--- src/rtl/rtc_display_pkg.sv ---
// Shared constants, FSM encoding and BCD helpers for the RTC display register block.
// The WAIT_FRAME state exists only when SHADOW_VSYNC_EN is defined.
package rtc_display_pkg;

    localparam logic [3:0] ADDR_SS   = 4'd0;
    localparam logic [3:0] ADDR_MM   = 4'd1;
    localparam logic [3:0] ADDR_HH   = 4'd2;
    localparam logic [3:0] ADDR_DAY  = 4'd3;
    localparam logic [3:0] ADDR_MES  = 4'd4;
    localparam logic [3:0] ADDR_YEAR = 4'd5;
    localparam logic [3:0] ADDR_SS_T = 4'd6;
    localparam logic [3:0] ADDR_MM_T = 4'd7;
    localparam logic [3:0] ADDR_HH_T = 4'd8;
    localparam logic [3:0] ADDR_WDAY = 4'd9;
    localparam logic [3:0] ADDR_CTRL = 4'd10;

    localparam int NUM_FIELDS = 9;

    localparam logic [7:0] SS_MAX   = 8'd59;
    localparam logic [7:0] MM_MAX   = 8'd59;
    localparam logic [7:0] HH_MAX   = 8'd23;
    localparam logic [7:0] DAY_MIN  = 8'd1;
    localparam logic [7:0] DAY_MAX  = 8'd31;
    localparam logic [7:0] MES_MIN  = 8'd1;
    localparam logic [7:0] MES_MAX  = 8'd12;
    localparam logic [7:0] YEAR_MAX = 8'd99;
    localparam logic [7:0] WDAY_MIN = 8'd1;
    localparam logic [7:0] WDAY_MAX = 8'd7;

    typedef enum logic [1:0] {
        ST_IDLE,
        ST_CONVERT,
        ST_APPLY
`ifdef SHADOW_VSYNC_EN
        , ST_WAIT_FRAME
`endif
    } state_t;

    typedef struct packed {
        logic [3:0] tens;
        logic [3:0] units;
    } bcd_pair_t;

    function automatic logic [7:0] bcd_to_bin(input bcd_pair_t b);
        return 8'(b.tens) * 8'd10 + 8'(b.units);
    endfunction

    function automatic bcd_pair_t bin_to_bcd(input logic [7:0] v);
        bcd_pair_t r;
        r.tens  = 4'(v / 8'd10);
        r.units = 4'(v % 8'd10);
        return r;
    endfunction

    function automatic logic bcd_in_range(input bcd_pair_t b, input logic [7:0] lo,
                                          input logic [7:0] hi);
        logic [7:0] v;
        v = bcd_to_bin(b);
        return (b.tens <= 4'd9) && (b.units <= 4'd9) && (v >= lo) && (v <= hi);
    endfunction

    function automatic logic [7:0] field_min(input int idx);
        case (idx)
            3:       return DAY_MIN;
            4:       return MES_MIN;
            default: return 8'd0;
        endcase
    endfunction

    function automatic logic [7:0] field_max(input int idx);
        case (idx)
            0, 6:    return SS_MAX;
            1, 7:    return MM_MAX;
            2, 8:    return HH_MAX;
            3:       return DAY_MAX;
            4:       return MES_MAX;
            default: return YEAR_MAX;
        endcase
    endfunction

endpackage

--- src/rtl/rtc_display_regs_bcd_hour_12h.sv ---
// Combinational BCD hour check (00..23) and optional 24 h to 12 h conversion with AM/PM.
import rtc_display_pkg::*;

module bcd_hour_12h (
    input  bcd_pair_t i_hour,
    input  logic      i_fmt_12h,
    output bcd_pair_t o_hour,
    output logic      o_am_pm,
    output logic      o_err
);

    logic [7:0] w_bin;
    assign w_bin = bcd_to_bin(i_hour);

    // NOTE: every output gets a default first so no path can infer a latch.
    always_comb begin
        o_err   = !bcd_in_range(i_hour, 8'd0, HH_MAX);
        o_hour  = i_hour;
        o_am_pm = 1'b0;
        if (i_fmt_12h) begin
            if (w_bin == 8'd0) begin
                o_hour = bin_to_bcd(8'd12);
            end else if (w_bin >= 8'd12) begin
                o_am_pm = 1'b1;
                if (w_bin > 8'd12) o_hour = bin_to_bcd(w_bin - 8'd12);
            end
        end
    end

endmodule

--- src/rtl/rtc_display_regs.sv ---
// Shadow registers with atomic commit to the clock-screen digit outputs, plus timer alarm.
// Define SHADOW_VSYNC_EN to defer each commit to the next vsync falling edge.
import rtc_display_pkg::*;

module rtc_display_regs #(
    parameter logic [31:0] ALARM_TIMEOUT_CYC = 32'd3000000000,
    parameter int          CNT_W             = 32
) (
    input  logic       clock,
    input  logic       reset,
    input  logic       wr_en,
    input  logic [3:0] wr_addr,
    input  logic [7:0] wr_data,
    input  logic       commit,
    input  logic       alarm_ack,
    input  logic       vsync,
    output logic [3:0] digit1_HH,   output logic [3:0] digit0_HH,
    output logic [3:0] digit1_MM,   output logic [3:0] digit0_MM,
    output logic [3:0] digit1_SS,   output logic [3:0] digit0_SS,
    output logic [3:0] digit1_DAY,  output logic [3:0] digit0_DAY,
    output logic [3:0] digit1_MES,  output logic [3:0] digit0_MES,
    output logic [3:0] digit1_YEAR, output logic [3:0] digit0_YEAR,
    output logic [3:0] digit1_HH_T, output logic [3:0] digit0_HH_T,
    output logic [3:0] digit1_MM_T, output logic [3:0] digit0_MM_T,
    output logic [3:0] digit1_SS_T, output logic [3:0] digit0_SS_T,
    output logic       AM_PM,
    output logic [7:0] dia_semana,
    output logic       formato_hora,
    output logic       estado_alarma,
    output logic       update_done,
    output logic       bcd_err
);

    localparam logic [CNT_W-1:0] TIMEOUT_M1 = CNT_W'(ALARM_TIMEOUT_CYC - 32'd1);
    localparam logic             TIMEOUT_EN = (ALARM_TIMEOUT_CYC != 32'd0);

    state_t    r_state, w_next;
    logic      r_pending;
    logic      w_snap_en, w_convert, w_apply, w_pend_set, w_pend_clr;

    bcd_pair_t r_shadow [NUM_FIELDS];
    bcd_pair_t r_snap   [NUM_FIELDS];
    bcd_pair_t r_out    [NUM_FIELDS];
    bcd_pair_t w_new_out[NUM_FIELDS];
    logic [7:0] r_shadow_wday, r_snap_wday, r_wday;
    logic       r_shadow_fmt, r_snap_fmt, r_fmt;

    logic [NUM_FIELDS-1:0] w_ok, r_ok;
    logic       w_wday_ok, r_wday_ok;
    bcd_pair_t  w_hh_conv, r_conv_hh;
    logic       w_hh_ampm, r_conv_ampm, w_hh_err, r_ampm;

    logic             r_alarm, w_alarm_set;
    logic [CNT_W-1:0] r_cnt;
    logic             r_update_done, r_bcd_err;

`ifdef SHADOW_VSYNC_EN
    localparam state_t ST_ACCEPT = ST_WAIT_FRAME;
    logic r_vsync_q, w_vsync_fall;
    assign w_vsync_fall = r_vsync_q & ~vsync;
    always_ff @(posedge clock or posedge reset) begin
        if (reset) r_vsync_q <= 1'b1;
        else       r_vsync_q <= vsync;
    end
`else
    localparam state_t ST_ACCEPT = ST_CONVERT;
    logic w_unused_vsync;
    assign w_unused_vsync = vsync;
`endif

    // NOTE: sequential state uses non-blocking assignments so every register samples pre-edge values.
    always_ff @(posedge clock or posedge reset) begin
        if (reset) begin
            r_state   <= ST_IDLE;
            r_pending <= 1'b0;
        end else begin
            r_state <= w_next;
            if (w_pend_clr)      r_pending <= 1'b0;
            else if (w_pend_set) r_pending <= 1'b1;
        end
    end

    always_comb begin
        w_next     = r_state;
        w_snap_en  = 1'b0;
        w_convert  = 1'b0;
        w_apply    = 1'b0;
        w_pend_set = 1'b0;
        w_pend_clr = 1'b0;
        case (r_state)
            ST_IDLE: if (commit) begin
                w_snap_en = 1'b1;
                w_next    = ST_ACCEPT;
            end
`ifdef SHADOW_VSYNC_EN
            ST_WAIT_FRAME: begin
                w_pend_set = commit;
                if (w_vsync_fall) w_next = ST_CONVERT;
            end
`endif
            ST_CONVERT: begin
                w_convert  = 1'b1;
                w_pend_set = commit;
                w_next     = ST_APPLY;
            end
            ST_APPLY: begin
                w_apply = 1'b1;
                if (r_pending || commit) begin
                    w_snap_en  = 1'b1;
                    w_pend_clr = 1'b1;
                    w_next     = ST_ACCEPT;
                end else begin
                    w_next = ST_IDLE;
                end
            end
            default: w_next = ST_IDLE;
        endcase
    end

    // NOTE: these small register arrays are flops, not RAM, so they are reset element by element.
    always_ff @(posedge clock or posedge reset) begin
        if (reset) begin
            for (int i = 0; i < NUM_FIELDS; i++) begin
                r_shadow[i] <= '0;
                r_snap[i]   <= '0;
            end
            r_shadow_wday <= 8'd1;
            r_snap_wday   <= 8'd1;
            r_shadow_fmt  <= 1'b0;
            r_snap_fmt    <= 1'b0;
        end else begin
            if (w_snap_en) begin
                for (int i = 0; i < NUM_FIELDS; i++) r_snap[i] <= r_shadow[i];
                r_snap_wday <= r_shadow_wday;
                r_snap_fmt  <= r_shadow_fmt;
            end
            if (wr_en) begin
                if (wr_addr <= ADDR_HH_T)      r_shadow[wr_addr] <= wr_data;
                else if (wr_addr == ADDR_WDAY) r_shadow_wday     <= wr_data;
                else if (wr_addr == ADDR_CTRL) r_shadow_fmt      <= wr_data[0];
            end
        end
    end

    bcd_hour_12h u_hour (
        .i_hour    (r_snap[ADDR_HH]),
        .i_fmt_12h (r_snap_fmt),
        .o_hour    (w_hh_conv),
        .o_am_pm   (w_hh_ampm),
        .o_err     (w_hh_err)
    );

    always_comb begin
        for (int i = 0; i < NUM_FIELDS; i++) begin
            w_ok[i]      = bcd_in_range(r_snap[i], field_min(i), field_max(i));
            w_new_out[i] = r_ok[i] ? r_snap[i] : r_out[i];
        end
        w_ok[ADDR_HH] = !w_hh_err;
        if (r_ok[ADDR_HH]) w_new_out[ADDR_HH] = r_conv_hh;
        w_wday_ok = (r_snap_wday >= WDAY_MIN) && (r_snap_wday <= WDAY_MAX);
    end

    // A rejected timer field keeps its held value, which is what the zero compare sees.
    assign w_alarm_set = w_apply
                       && ({r_out[ADDR_SS_T], r_out[ADDR_MM_T], r_out[ADDR_HH_T]} != '0)
                       && ({w_new_out[ADDR_SS_T], w_new_out[ADDR_MM_T], w_new_out[ADDR_HH_T]} == '0);

    always_ff @(posedge clock or posedge reset) begin
        if (reset) begin
            r_ok          <= '0;
            r_wday_ok     <= 1'b0;
            r_conv_hh     <= '0;
            r_conv_ampm   <= 1'b0;
            for (int i = 0; i < NUM_FIELDS; i++) r_out[i] <= '0;
            r_ampm        <= 1'b0;
            r_wday        <= 8'd1;
            r_fmt         <= 1'b0;
            r_update_done <= 1'b0;
            r_bcd_err     <= 1'b0;
        end else begin
            if (w_convert) begin
                r_ok        <= w_ok;
                r_wday_ok   <= w_wday_ok;
                r_conv_hh   <= w_hh_conv;
                r_conv_ampm <= w_hh_ampm;
            end
            r_update_done <= w_apply;
            r_bcd_err     <= w_apply && (!(&r_ok) || !r_wday_ok);
            if (w_apply) begin
                for (int i = 0; i < NUM_FIELDS; i++) r_out[i] <= w_new_out[i];
                if (r_ok[ADDR_HH]) r_ampm <= r_conv_ampm;
                if (r_wday_ok)     r_wday <= r_snap_wday;
                r_fmt <= r_snap_fmt;
            end
        end
    end

    // Set beats ack; the timeout counter restarts on every set.
    always_ff @(posedge clock or posedge reset) begin
        if (reset) begin
            r_alarm <= 1'b0;
            r_cnt   <= '0;
        end else if (w_alarm_set) begin
            r_alarm <= 1'b1;
            r_cnt   <= '0;
        end else if (r_alarm) begin
            if (alarm_ack || (TIMEOUT_EN && r_cnt == TIMEOUT_M1)) begin
                r_alarm <= 1'b0;
                r_cnt   <= '0;
            end else begin
                r_cnt <= r_cnt + 1'b1;
            end
        end
    end

    assign {digit1_SS,   digit0_SS}   = r_out[ADDR_SS];
    assign {digit1_MM,   digit0_MM}   = r_out[ADDR_MM];
    assign {digit1_HH,   digit0_HH}   = r_out[ADDR_HH];
    assign {digit1_DAY,  digit0_DAY}  = r_out[ADDR_DAY];
    assign {digit1_MES,  digit0_MES}  = r_out[ADDR_MES];
    assign {digit1_YEAR, digit0_YEAR} = r_out[ADDR_YEAR];
    assign {digit1_SS_T, digit0_SS_T} = r_out[ADDR_SS_T];
    assign {digit1_MM_T, digit0_MM_T} = r_out[ADDR_MM_T];
    assign {digit1_HH_T, digit0_HH_T} = r_out[ADDR_HH_T];
    assign AM_PM         = r_ampm;
    assign dia_semana    = r_wday;
    assign formato_hora  = r_fmt;
    assign estado_alarma = r_alarm;
    assign update_done   = r_update_done;
    assign bcd_err       = r_bcd_err;

endmodule

--- config.mk ---
export PLATFORM = sky130hd
export DESIGN_NAME = rtc_display_regs
export DESIGN_NICKNAME = d
export VERILOG_FILES = /design/src/rtl/rtc_display_pkg.sv /design/src/rtl/rtc_display_regs_bcd_hour_12h.sv /design/src/rtl/rtc_display_regs.sv
export SDC_FILE = /design/constraint.sdc
export NUM_CORES = 1
export LEC_CHECK = 0
export CELL_PAD_IN_SITES_DETAIL_PLACEMENT = 1
export CELL_PAD_IN_SITES_GLOBAL_PLACEMENT = 1
export CORE_MARGIN = 2
export CORE_UTILIZATION = 35
export DETAILED_ROUTE_END_ITERATION = 10
export GPL_TIMING_DRIVEN = 0
export PLACE_DENSITY = 0.58
export SLEW_MARGIN = 20
export SYNTH_ARGS = -nofsm -noshare
export SYNTH_HDL_FRONTEND = slang
export SYNTH_HIERARCHICAL = 1
export SYNTH_SLANG_ARGS = --single-unit
--- constraint.sdc ---
create_clock -name clock -period 16.3 [get_ports clock]
set_input_delay 2.445 -clock clock [delete_from_list [all_inputs] [get_ports clock]]
set_output_delay 2.445 -clock clock [all_outputs]
set_load 0.005 [all_outputs]
* After elaboration in Yosys (flattened, before gate mapping) *
Index checks and enable logic that the tools add are counted.

operators by class
  $add $sub $neg = 11
  multipliers = 9
  divide/modulo/power cells = 2
  magnitude comparators = 43
  equality and inequality tests = 6
  shifts and indexed selects = 0
  muxes and demuxes = 31
  bitwise logic cells = 3
  reductions and logical operators = 54

operators with widths
  kind                                                                                 number
  32-bit two-way mux                                                                   3
  8-bit by 1-bit greater-or-equal comparator with 1-bit output, second input constant  10
  4-bit less-or-equal comparator, second input constant                                19
  8-bit by 4-bit adder with 8-bit output                                               9
  72-bit bitwise mux                                                                   1
  8-bit two-way mux                                                                    8
  4-bit by 3-bit multiplier with 7-bit output, second input constant                   9
  32-bit by 1-bit adder with 32-bit output, second input constant                      1
  8-bit demux with 4-bit select                                                        1
  32-bit == test, second input constant                                                1
  8-bit by 6-bit less-or-equal comparator with 1-bit output, second input constant     4
  1-bit logical AND                                                                    32
  8-bit by 5-bit less-or-equal comparator with 1-bit output, second input constant     3
  24-bit zero test                                                                     1
  24-bit nonzero test                                                                  1
  2-bit AND reduction                                                                  8
  1-bit two-way mux                                                                    15
  9-bit AND reduction                                                                  1
  8-bit by 4-bit divider with 8-bit output, second input constant                      1
  4-bit == test, second input constant                                                 2
  8-bit by 4-bit greater-or-equal comparator with 1-bit output, second input constant  1
  8-bit by 4-bit > comparator with 1-bit output, second input constant                 1
  8-bit by 3-bit less-or-equal comparator with 1-bit output, second input constant     1
  8-bit by 4-bit less-or-equal comparator with 1-bit output, second input constant     1
  other kinds (20)                                                                     25

storage, ports and cells
  flip-flop bits (word level) = 301
  latch bits = 0
  memory bits (writable) = 0
  bits in read-only memories = 0
  output and inout bits = 85
  logic and storage cells = 231
  memories = 0

* Depth between registers and ports, before layout *
Gate-level depths: netlist of run 1.

  depth after elaboration = 8
  gate-level depth with buffers = 23

* By module *
The synthesis of run 1 kept the hierarchy.

by module, submodules not included
  module            instances  cells an instance  area each (sq um)  sequential area each (sq um)
  rtc_display_regs  1          1,195              14,269.9           7,536.0
  bcd_hour_12h      1          170                1,345.0            0.0

* Worst setup path after synthesis of run 1 *
Ideal clock, no wire load.

  kind = register -> register
  start point = register r_snap[54] (netlist bit)
  end point = register r_conv_hh[2] (netlist bit)
  arrival = 4.699 ns
  required time = 16.235 ns
  setup slack = 11.536 ns
  stages on the path, launching flop included = 23
  buffers on the path = 1
  cells stage by stage = dfrtp_1 > ha_1 > ha_1 > xor2_2 > ha_1 > clkbuf_1 > nand2_1 > o21a_1 > o2bb2ai_1 > xnor2_1 > nor2_1 > mux2_2 > a211oi_1 > a21oi_1 > or2_2 > a21oi_1 > nor2_1 > nor2_1 > ha_1 > a221oi_2 > a21o_1 > nand2_1 > nand2_1

RTL lines
  element                            RTL line                 text
  from (decl)                        rtc_display_regs.sv:42   bcd_pair_t r_snap [NUM_FIELDS];
  from (signal, indexed assignment)  rtc_display_regs.sv:125  r_snap[i] <= '0;
  to (signal assigned)               rtc_display_regs.sv:184  r_conv_hh <= w_hh_conv;
  to (decl)                          rtc_display_regs.sv:50   bcd_pair_t w_hh_conv, r_conv_hh;

==> results of run 1 <==
==> area by class of cell <==
| cell class | count | area, um2 |
|---|---|---|
| Timing Repair Buffer | 97 | 1023 |
| Multi-Input combinational cell | 979 | 7756 |
| Fill cell | 4818 | 25470 |
| Clock inverter | 15 | 171.4 |
| Clock buffer | 50 | 1086 |
| Tap cell | 592 | 740.7 |
| Sequential cell | 301 | 7536 |
| Inverter | 39 | 153.9 |
| Buffer | 46 | 188.9 |
==> Yosys cell counts (12+ instances only) <==
cell	n	share of area, %
dfrtp_1	298	48
mux2_2	223	16
nand2_1	129	3.1
ha_1	73	5.8
nor2_1	67	1.6
o21ai_0	66	2.1
a21oi_1	52	1.7
nand3_1	36	1.2
inv_1	35	0.84
clkbuf_1	30	0.72
nor3_1	29	0.93
nor4_1	21	0.84
o31ai_1	19	0.91
fa_1	18	2.3
nor2b_1	16	0.64
xnor2_1	16	0.90
a21o_1	15	0.72
nand4_1	15	0.60
a31oi_1	13	0.52
nand2b_1	13	0.52
xor2_1	12	0.67
==> how the worst max path moves through the flow <==
stage | startpoint | endpoint | slack [ns] | depth (start not counted)
after floorplan | reset | AM_PM | 5.54 | 1
after global placement | reset | digit0_MM_T[1] | 1.25 | 2
after detailed placement | r_snap[54] | r_conv_hh[3] | 10.72 | 23
after CTS | r_snap[54] | r_conv_hh[3] | 10.67 | 23
after global routing | r_snap[54] | r_conv_hh[3] | 10.27 | 23
final | r_snap[54] | r_conv_hh[3] | 10.70 | 23
==> worst register-to-register path, cell delays in order, from the launching register on <==
cell and delay [ns]:
dfrtp_1 0.47, ha_1 0.32, ha_1 0.35, xor2_2 0.44
ha_1 0.22, clkbuf_1 0.33, nand2_1 0.10, o21a_1 0.14
o2bb2ai_1 0.26, xnor2_1 0.29, nor2_1 0.20, mux2_2 0.32
a211oi_1 0.50, and2_4 0.28, xnor2_1 0.21, a21oi_1 0.12
nor2_1 0.11, nor2_1 0.07, ha_1 0.19, a211oi_2 0.17
xnor2_1 0.17, o21ai_1 0.09, nand2_1 0.08, nand2_1 0.05
==> flip-flops by register name, indices dropped and copies added (netlist names), 8 cells and up <==
register	count
r_shadow	72
dia_semana	8
r_shadow_wday	8
r_conv_hh	8
r_ok	9
r_snap	72
r_snap_wday	8
r_cnt	32
==> logic make-up (layout without fill, tap and decap cells) <==
group / Yosys count / count (layout)
AO/OA/AOI/OAI: 236 / 236
XOR/XNOR: 33 / 33
adder cells (fa/ha/maj): 93 / 93
buffers and inverters: 85 / 247
flip-flops: 301 / 301
multiplexers: 229 / 229
AND/OR/NAND/NOR: 388 / 388
==> power by group <==
group | internal (mW) | total, mW | switching, mW | leakage [nW]
Combinational | 1.26 | 2.70 | 1.44 | 3.68
Clock | 0.504 | 0.846 | 0.342 | 0.623
Sequential | 1.02 | 1.28 | 0.267 | 3.80
==> stage by stage <==
stage	util [%]	setup WS (ns)
after floorplan	-	5.542
after global placement	39.20	1.246
after detailed placement	39.43	10.72
after CTS	42.28	10.67
after global routing	42.28	10.27
final	42.28	10.70
==> routing by layer <==
| metal | vias to the layer above | share of wire, % | wire length (um) |
|---|---|---|---|
| met1 | 5702 | 47 | 20020 |
| li1 | 5244 | - | - |
| met4 | 4 | 1.7 | 731 |
| met2 | 133 | 47 | 20190 |
| met5 | - | 0.056 | 24 |
| met3 | 49 | 3.9 | 1641 |
==> summary.txt, run 1 <==
Timing
  • RSZ-0062 raised after global routing: no
  • Max-Slew Margin vs Limit: 28.00%
  • Sum Neg Setup Slack: 0 ns
  • Fin. max-slew vios: 0
  • Final hold vios: 0
  • Fin crit share: 34.37%
  • F_max: 178.5 MHz
  • Final Critical Period: 5.603 ns
  • Actual slew at the worst max-slew pin: 1.080 ns
  • Final clock skew: 0.02621 ns
  • Hold WS: 0.4680 ns
  • Setup-failing EPs final: 0

Global route
  • Grt total ovfl: 0
  • Met3 Use GR: 3.383%
  • Overall fraction of global-route tracks in use: 18.75%
  • Met2 usage: 31.13%
  • Largest net degree at the start of global routing: 104
  • GRT Max-Usage Layer: met2
  • Vias in the first global route: 11,880
  • M1 GR Usage: 25.25%
  • Initial antenna violation count: 2
  • First-pass GRT wire length: 68.60 mm

Cells and area
  • Most frequent cells in the layout: dfrtp_1 (298), mux2_2 (223), nand2_1 (129), clkdlybuf4s50_1 (94), ha_1 (73)
  • Area Growth Syn to Fin: 19.48%
  • Diode count: 0
  • Design area: 18,660 um2
  • Nets: 1,611
  • Most common cell after layout, fill and taps aside: dfrtp_1
  • Layout cell share with drive strength beyond 1: 21.68%
  • Final std cells w/o fill: 2,119

Worst setup path
  • Reg2Reg Capture Point: r_conv_hh[3]
  • Worst Path Max Fanout: 7
  • Worst Setup Start Kind: flop
  • Worst path top cell family by delay: compound AO/OA/AOI/OAI gates
  • Critical path, cell by cell: ha_1 -> ha_1 -> xor2_2 -> ha_1 -> clkbuf_1 -> nand2_1 -> o21a_1 -> o2bb2ai_1 -> xnor2_1 -> nor2_1 -> mux2_2 -> a211oi_1 -> and2_4 -> xnor2_1 -> a21oi_1 -> nor2_1 -> nor2_1 -> ha_1 -> a211oi_2 -> xnor2_1 -> o21ai_1 -> nand2_1 -> nand2_1
  • Worst R2R Start: r_snap[54]
  • Worst Path Required: 16.75 ns
  • Largest stage delay, worst path: 0.50 ns
  • CP max-delay cell: a211oi_1
  • CP endpoint kind: flop
  • CP bufs+invs: 1
  • R2R cell count: 23
  • Reg2Reg Setup Slack: 10.70 ns
  • Arrival time worst endpoint: 6.05 ns
  • CP Class: flop to flop
  • Most used cell, CP: ha_1

Power and ir drop
  • Worst IR Drop VDD: 189.9 uV
  • Power Dens Cells: 258.6 nW/um2
  • Overall power: 4.825 mW
  • Static leakage: 8.095 nW

Yosys
  • Syn Nets: 1,474
  • Mapped Cells: 1,365
  • Post-synthesis adder-cell area fraction: 8.285%
  • Largest family of logic cells by synthesized area: multiplexers
  • Asr flop ratio synth: 100.0%
  • EDFF count, synth: 0
  • Synth Area in Simple Gates: 12.64%
  • Synthesized area: 15,610 um2
  • Main flop type after synthesis: dfrtp_1
  • Avg Inst Size Synth: 11.44 um2
  • Post-synthesis mux area share: 16.50%
  • Yosys reg bits: 301
  • Register area share after synthesis: 48.26%
  • Post-Synth XOR/XNOR Area: 2.131%
  • Complex-gate fraction of the synthesized area: 10.04%
  • Synth cell types: 83
  • YS warnings: 6

Drt
  • Final ANT Viol Nets: 0
  • DR vias: 11,130
  • Initial DRT Pass Iterations: 4
  • Total Wirelength: 42.61 mm
  • Via/cell ratio: 5.253
  • Starting DRT DRC Count: 402
  • DR DRC count: 0
  • Routed len/inst: 20.11 um

Hold path
  • Hold Path Cell Cnt: 2
  • Hold EP: r_conv_hh[2]
  • Hold Path Class: flop to flop
  • Hold_sp: r_conv_hh[2]

Clock tree
  • Maximum clock path buffer count: 3
  • CTS Sinks: 301
  • Htree depth: 2
  • Post-CTS setup buffers: 0
  • Hold_buf cts: 0
  • CTS-repair resized insts: 0
  • Clk Tree Root Cell: clkbuf_16
  • Reg clk slew, reported paths: 0.06 ns
  • Worst-Skew Late Latency: 0.57 ns
  • TritonCTS buffer count: 38
  • CTS tree: yes

Floorplanning
  • Std cell rows: 77
  • Die Height: 215.2 um
  • Core area: 44,120 um2
  • Die area: 46,320 um2
  • I/O pin count: 103
  • Initial core utilization: 35.39%
  • Die X: 215.2 um

Placed design
  • Placer Congestion: 0.8030
  • Placed Cells: 2,054
  • Placed inst area: 17,400 um2
  • Post-DP HPWL: 29.58 mm
  • Port-buffer cells: 94

Run status
  • Status: completed

Flow run
  • MaxCap Viol Count: 0
Note: power is estimated with default switching activity, not from simulation.
==> run 2, diff against run 1 <==
- clock period: 16.3 -> 5.4 ns (I/O delays scaled with it)
==> run 2 against run 1 <==
Effect of this change:
- fmax is 11% higher
- sequential power grew to 3.0 times the previous value
- via count is 1.0% higher
- clock skew is 0.017 ns lower
- non-clock buffer count is 6 higher
- hold slack better by 0.0019 ns
- combinational power grew to 3.1 times the previous value
- highest routed layer is now met4
- clock power grew to 3.2 times the previous value
- core utilization is 0.50 points higher
- cell count is 0.42% higher
- global-route usage is 0.16 points higher
- final area is 1.2% higher
==> summary.txt, run 2 (synthesis results as in run 1) <==
Placed design
  • Placed Cells: 2,061 (+0.34%)
  • Port-buffer cells: 94 (unchanged)
  • Post-DP HPWL: 30.29 mm (+2.4%)
  • Placed inst area: 17,510 um2 (+0.65%)
  • Placer Congestion: 0.7830 (-2.5%)

Power and ir drop
  • Worst IR Drop VDD: 612.5 uV (+220%)
  • Share of power burned in registers: 26.0% (-0.6 points)
  • Clk pwr share: 18.0% (+0.5 points)
  • Internal: 8.611 mW (+210%)
  • Comb pwr share: 56.1% (+0.2 points)
  • Power Dens Cells: 787.9 nW/um2 (+200%)
  • Sw Ratio: 42.11% (-0.31 points)
  • Static leakage: 8.181 nW (+1.1%)
  • Psw: 6.264 mW (+210%)

Cells and area
  • Final Util: 42.78% (+0.50 points)
  • Area taken by flip-flops and latches: 7537 um2 (about the same)
  • Most common cell after layout, fill and taps aside: dfrtp_1
  • Fill cell count: 4,846 (+0.58%)
  • Design area: 18,880 um2 (+1.2%)
  • Layout cell share with drive strength beyond 1: 22.53% (+0.85 points)
  • Diode count: 0 (unchanged)
  • Biggest registers after layout: r_shadow x72, r_snap x72, r_cnt x32
  • Most frequent cells in the layout: dfrtp_1 (297), mux2_2 (223), nand2_1 (129), clkdlybuf4s50_1 (94), ha_1 (72)
  • Final std cells w/o fill: 2,128 (+0.42%)
  • Nets: 1,616 (+0.31%)
  • Area of the multi-input gates: 7806 um2 (+0.65%)
  • Area Growth Syn to Fin: 20.90%

Floorplanning
  • Die area: 46,320 um2 (unchanged)
  • Std cell rows: 77 (unchanged)
  • I/O pin count: 103 (unchanged)
  • Die Height: 215.2 um (unchanged)
  • Initial core utilization: 35.39% (unchanged)
  • Core area: 44,120 um2 (unchanged)
  • Die X: 215.2 um (unchanged)

Hold path
  • Hold Path Class: flop to flop
  • Hold EP: r_conv_hh[7]
  • Hold_sp: r_conv_hh[7]
  • Hold Path Cell Cnt: 2 (unchanged)

Drt
  • Routed len/inst: 20.06 um (-0.21%)
  • DR vias: 11,250 (+1.0%)
  • Initial DRT Pass Iterations: 4 (unchanged)
  • Via/cell ratio: 5.284 (+0.59%)
  • Starting DRT DRC Count: 381 (-5.2%)
  • Final ANT Viol Nets: 0 (unchanged)
  • Total Wirelength: 42.70 mm (+0.21%)
  • DR DRC count: 0 (unchanged)

Clock tree
  • Clk Tree Root Cell: clkbuf_16
  • Maximum clock path buffer count: 3 (unchanged)
  • TritonCTS buffer count: 37 (-2.6%)
  • Reg clk slew, reported paths: 0.06 ns (about the same)
  • CTS tree: yes
  • Worst-Skew Late Latency: 0.55 ns (-0.02 ns)
  • Hold_buf cts: 0 (unchanged)
  • CTS Sinks: 301 (unchanged)
  • Post-CTS setup buffers: 0 (unchanged)
  • Htree depth: 2 (unchanged)

Worst setup path
  • Arrival time worst endpoint: 5.52 ns (-0.53 ns)
  • Worst Path Required: 5.89 ns (-10.86 ns)
  • Reg2Reg Setup Slack: 0.36 ns (-10.34 ns)
  • Worst Path Max Fanout: 7 (unchanged)
  • CP Launch Point: r_snap[54]
  • CP Class: flop to flop
  • CP endpoint kind: flop
  • Reg2Reg Capture Point: r_conv_hh[2]
  • R2R cell count: 21 (-8.7%)
  • Worst Setup Start Kind: flop
  • Worst R2R Start: r_snap[54]

Timing
  • Setup-failing EPs final: 0 (unchanged)
  • Final clock skew: 0.008798 ns (-0.01741 ns)
  • Fin. max-slew vios: 0 (unchanged)
  • Max-Slew Margin vs Limit: 31.19% (+3.2 points)
  • Sum Neg Setup Slack: 0 ns (unchanged)
  • Final hold vios: 0 (unchanged)
  • RSZ-0062 raised after global routing: yes
  • Final Critical Period: 5.038 ns (-0.5642 ns)
  • Actual slew at the worst max-slew pin: 1.032 ns (-0.04784 ns)
  • Hold WS: 0.4699 ns (+0.001850 ns)
  • Fin crit share: 93.30% (+59 points)
  • F_max: 198.5 MHz (+11%)

Flow run
  • MaxCap Viol Count: 0 (unchanged)

Global route
  • Overall fraction of global-route tracks in use: 18.91% (+0.16 points)
  • First-pass GRT wire length: 69.70 mm (+1.6%)
  • Initial antenna violation count: 1 (-1)
  • Grt total ovfl: 0 (unchanged)
  • Vias in the first global route: 12,090 (+1.8%)
  • Largest net degree at the start of global routing: 34 (-67%)

Run status
  • Status: completed
==> run 2: worst max-delay path, cell delays in order, from the launching register on <==
cell	delay [ns]
dfrtp_1	0.47
ha_1	0.32
ha_1	0.42
xor2_4	0.33
ha_4	0.26
nand2_1	0.07
o21a_1	0.13
o2bb2ai_1	0.27
xnor2_1	0.29
nor2_1	0.19
mux2_2	0.34
a211oi_2	0.35
a21oi_1	0.14
or2_2	0.36
a21oi_1	0.14
nor2_1	0.06
nor2_1	0.11
ha_1	0.24
a221oi_2	0.24
a21o_1	0.11
nand2_1	0.04
nand2_1	0.07
==> run 2: timing repair <==
action / 4_1_cts / 5_1_grt
gates resized for setup: 3 / 6
endpoints found under the setup margin: 2 / 2
pin swaps: 0 / 1
==> run 2: worst max path at each step <==
stage	end	slack [ns]	depth (start not counted)
2_1_floorplan	AM_PM	0.59	1
3_3_place_gp	r_cnt[15]	-1.72	2
3_5_place_dp	r_conv_hh[3]	-0.29	23
4_1_cts	r_conv_hh[3]	0.04	22
5_1_grt	r_conv_hh[2]	0.004	21
6_report	r_conv_hh[2]	0.36	21
==> run 2: metal layers <==
layer  GRT usage [%]  share of wire, %  wire [um]
met5               0                 0          0
met4           6.230               2.6       1115
met3           2.590               2.9       1239
met2           31.52                48      20430
met1           25.38                47      19910
==> run 2: cell type report <==
class | count | share of cell area [%]
timing repair buffer | 104 | 6.045
inverter | 39 | 0.7953
buffer | 45 | 0.9809
sequential | 301 | 39.93
clock inverter | 19 | 1.352
tap | 592 | 3.924
multi-input combinational | 979 | 41.35
clock buffer | 49 | 5.627
==> run 2: stage by stage <==
step	setup slack, ns	power (mW)
3_5_place_dp	-0.2897	12.14
4_1_cts	0.04260	14.98
3_3_place_gp	-1.718	11.85
6_report	0.3616	14.87
2_1_floorplan	0.5914	9.764
5_1_grt	0.004091	16.15
==> run 2: power by group through the flow <==
stage | registers [mW] | logic (mW) | clock network [mW]
after floorplan | 3.63 | 6.13 | 0
after global placement | 3.90 | 7.95 | 0
after detailed placement | 3.92 | 8.22 | 0
after CTS | 3.89 | 8.33 | 2.76
after global routing | 4.01 | 9.29 | 2.84
final | 3.86 | 8.34 | 2.67
==> run 3, diff against run 2 <==
- CORE_UTILIZATION: 35 -> 48
- PLACE_DENSITY: 0.58 -> 0.77
==> run 3 against run 2 <==
Effect of this change:
- critical path depth decreased by 1
- sequential share of layout area up 0.75 points
- die area shrank 27%
- via count rose by 2.0%
- cell count down 7.5%
- worst setup slack improved by 0.0011 ns
==> summary.txt, run 3 (synthesis results as in run 1) <==
Clock tree
  • Reg clk slew, reported paths: 0.06 ns (about the same)
  • CTS tree: yes
  • Maximum clock path buffer count: 3 (unchanged)
  • Htree depth: 2 (unchanged)
  • CTS Sinks: 301 (unchanged)
  • TritonCTS buffer count: 35 (-5.4%)
  • Clk Tree Root Cell: clkbuf_16
  • Worst-Skew Late Latency: 0.52 ns (-0.03 ns)

Floorplanning
  • Die X: 184.4 um (-14%)
  • Die area: 33,990 um2 (-27%)
  • Die Height: 184.4 um (-14%)
  • Initial core utilization: 48.36% (+13 points)
  • I/O pin count: 103 (unchanged)
  • Std cell rows: 66 (-14%)
  • Core area: 32,290 um2 (-27%)

Global route
  • Largest net degree at the start of global routing: 35 (+2.9%)
  • Grt total ovfl: 0 (unchanged)
  • Overall fraction of global-route tracks in use: 25.82% (+6.9 points)
  • Vias in the first global route: 12,440 (+2.9%)
  • First-pass GRT wire length: 68.92 mm (-1.1%)
  • Initial antenna violation count: 1 (unchanged)

Hold path
  • Hold Path Cell Cnt: 2 (unchanged)
  • Hold Path Class: flop to flop

Placed design
  • Port-buffer cells: 94 (unchanged)
  • Post-DP HPWL: 29.84 mm (-1.5%)
  • Pre-CTS setup slack: -0.1707 ns (+0.1191 ns)
  • Placer Congestion: 0.8402 (+7.3%)

Drt
  • Final ANT Viol Nets: 0 (unchanged)
  • Initial DRT Pass Iterations: 5 (+1)
  • Starting DRT DRC Count: 545 (+43%)
  • Routed len/inst: 21.62 um (+7.8%)
  • Via/cell ratio: 5.824 (+10%)
  • DR vias: 11,470 (+2.0%)
  • Total Wirelength: 42.57 mm (-0.30%)
  • DR DRC count: 0 (unchanged)

Timing
  • Max-Slew Margin vs Limit: 35.20% (+4.0 points)
  • Final hold vios: 0 (unchanged)
  • Final Critical Period: 5.037 ns (-0.001136 ns)
  • RSZ-0062 raised after global routing: no
  • F_max: 198.5 MHz (about the same)
  • Fin crit share: 93.28% (about the same)
  • Final clock skew: 0.02353 ns (+0.01473 ns)
  • Actual slew at the worst max-slew pin: 0.9720 ns (-0.06019 ns)
  • Setup-failing EPs final: 0 (unchanged)
  • Min setup slack post-route: 0.3628 ns (+0.001136 ns)
  • Fin. max-slew vios: 0 (unchanged)

Worst setup path
  • CP Class: flop to flop
  • R2R cell count: 20 (-4.8%)
  • Worst Path Max Fanout: 8 (+1)
  • Arrival time worst endpoint: 5.44 ns (-0.08 ns)
  • Worst Path Required: 5.80 ns (-0.09 ns)
  • Worst Setup Start Kind: flop
  • CP endpoint kind: flop

Cells and area
  • Diode count: 0 (unchanged)
  • Nets: 1,614 (-0.12%)
  • Fill cell count: 3,348 (-31%)
  • Area Growth Syn to Fin: 18.66%
  • Most common cell after layout, fill and taps aside: dfrtp_1
  • Most frequent cells in the layout: dfrtp_1 (297), mux2_2 (223), nand2_1 (129), clkdlybuf4s50_1 (94), ha_1 (72)
  • Biggest registers after layout: r_shadow x72, r_snap x72, r_cnt x32
  • Layout cell share with drive strength beyond 1: 22.20% (-0.33 points)

Flow run
  • MaxCap Viol Count: 0 (unchanged)

Run status
  • Status: completed
[run 3: changes by cell type in the layout (fill, tap and decap cells not counted), sizes merged]
cell / change
clkbuf: -6
inv: +1
bufinv: -2
clkinv: -2
[run 3: cell type report]
class | instances | area [um2] | share of cell area (%)
plain buffers | 45 | 185.2 | 0.9994
clock buffers | 43 | 947.2 | 5.112
clock inverters | 16 | 183.9 | 0.9926
inverters | 39 | 150.1 | 0.8103
multi-input cells | 979 | 7816 | 42.18
flip-flops and latches | 301 | 7537 | 40.68
well taps | 442 | 553.0 | 2.985
repair buffers | 104 | 1156 | 6.239
[run 3: through the flow]
stage	instance area, um2	utilization, %	hold WS, ns	instances	TNS, ns
final	18530	57.39	0.4722	1969	0
after global routing	18530	57.39	0.5108	1969	0
after CTS	18480	57.24	0.4810	1970	0
after detailed placement	17330	53.69	0.4662	1911	-0.3343
after global placement	17110	53.00	0.4527	1901	-437.42
after floorplan	15620	-	0.4418	1365	0
[run 3: final timing paths]
kind	end	startpoint	slack, ns
max	r_conv_hh[3]	r_snap[55]	0.36
min	r_conv_hh[5]	r_conv_hh[5]	0.47
max reg2reg	r_conv_hh[3]	r_snap[55]	0.36
min reg2reg	r_conv_hh[5]	r_conv_hh[5]	0.47
max in group asynchronous	r_cnt[20]	reset	3.62
min in group asynchronous	digit0_SS[2]	reset	0.67
[run 3: metal layers]
metal | share of wire (%) | GRT usage (%)
met5 | 0.038 | 0
met2 | 50 | 44.45
met3 | 3.7 | 4.031
met1 | 44 | 33.56
met4 | 2.5 | 7.904
[run 3: critical path, stage by stage, from the launching register on]
cell      delay (ns)
dfrtp_2         0.50
ha_1            0.32
ha_1            0.23
fa_1            0.64
and3_4          0.25
mux2i_1         0.11
a21oi_4         0.34
xor2_2          0.35
mux2_4          0.38
o41ai_2         0.33
and2_4          0.24
xnor2_1         0.23
a21oi_1         0.12
nor2_1          0.10
nor2_1          0.07
ha_1            0.19
a211oi_2        0.18
xnor2_1         0.15
o21ai_1         0.08
nand2_1         0.07
nand2_1         0.05
[run 3: repair_timing]
| item | in CTS | in global routing |
|---|---|---|
| hold buffers | 0 | 0 |
| pin swaps | 0 | 1 |
| resized for setup | 2 | 9 |
| setup buffers | 0 | 0 |
| setup endpoints to repair | 2 | 2 |
Power of run 3 is left out: the tool's default activity adds up to more than one toggle a clock period on the data nets, which glitch-free logic cannot reach.
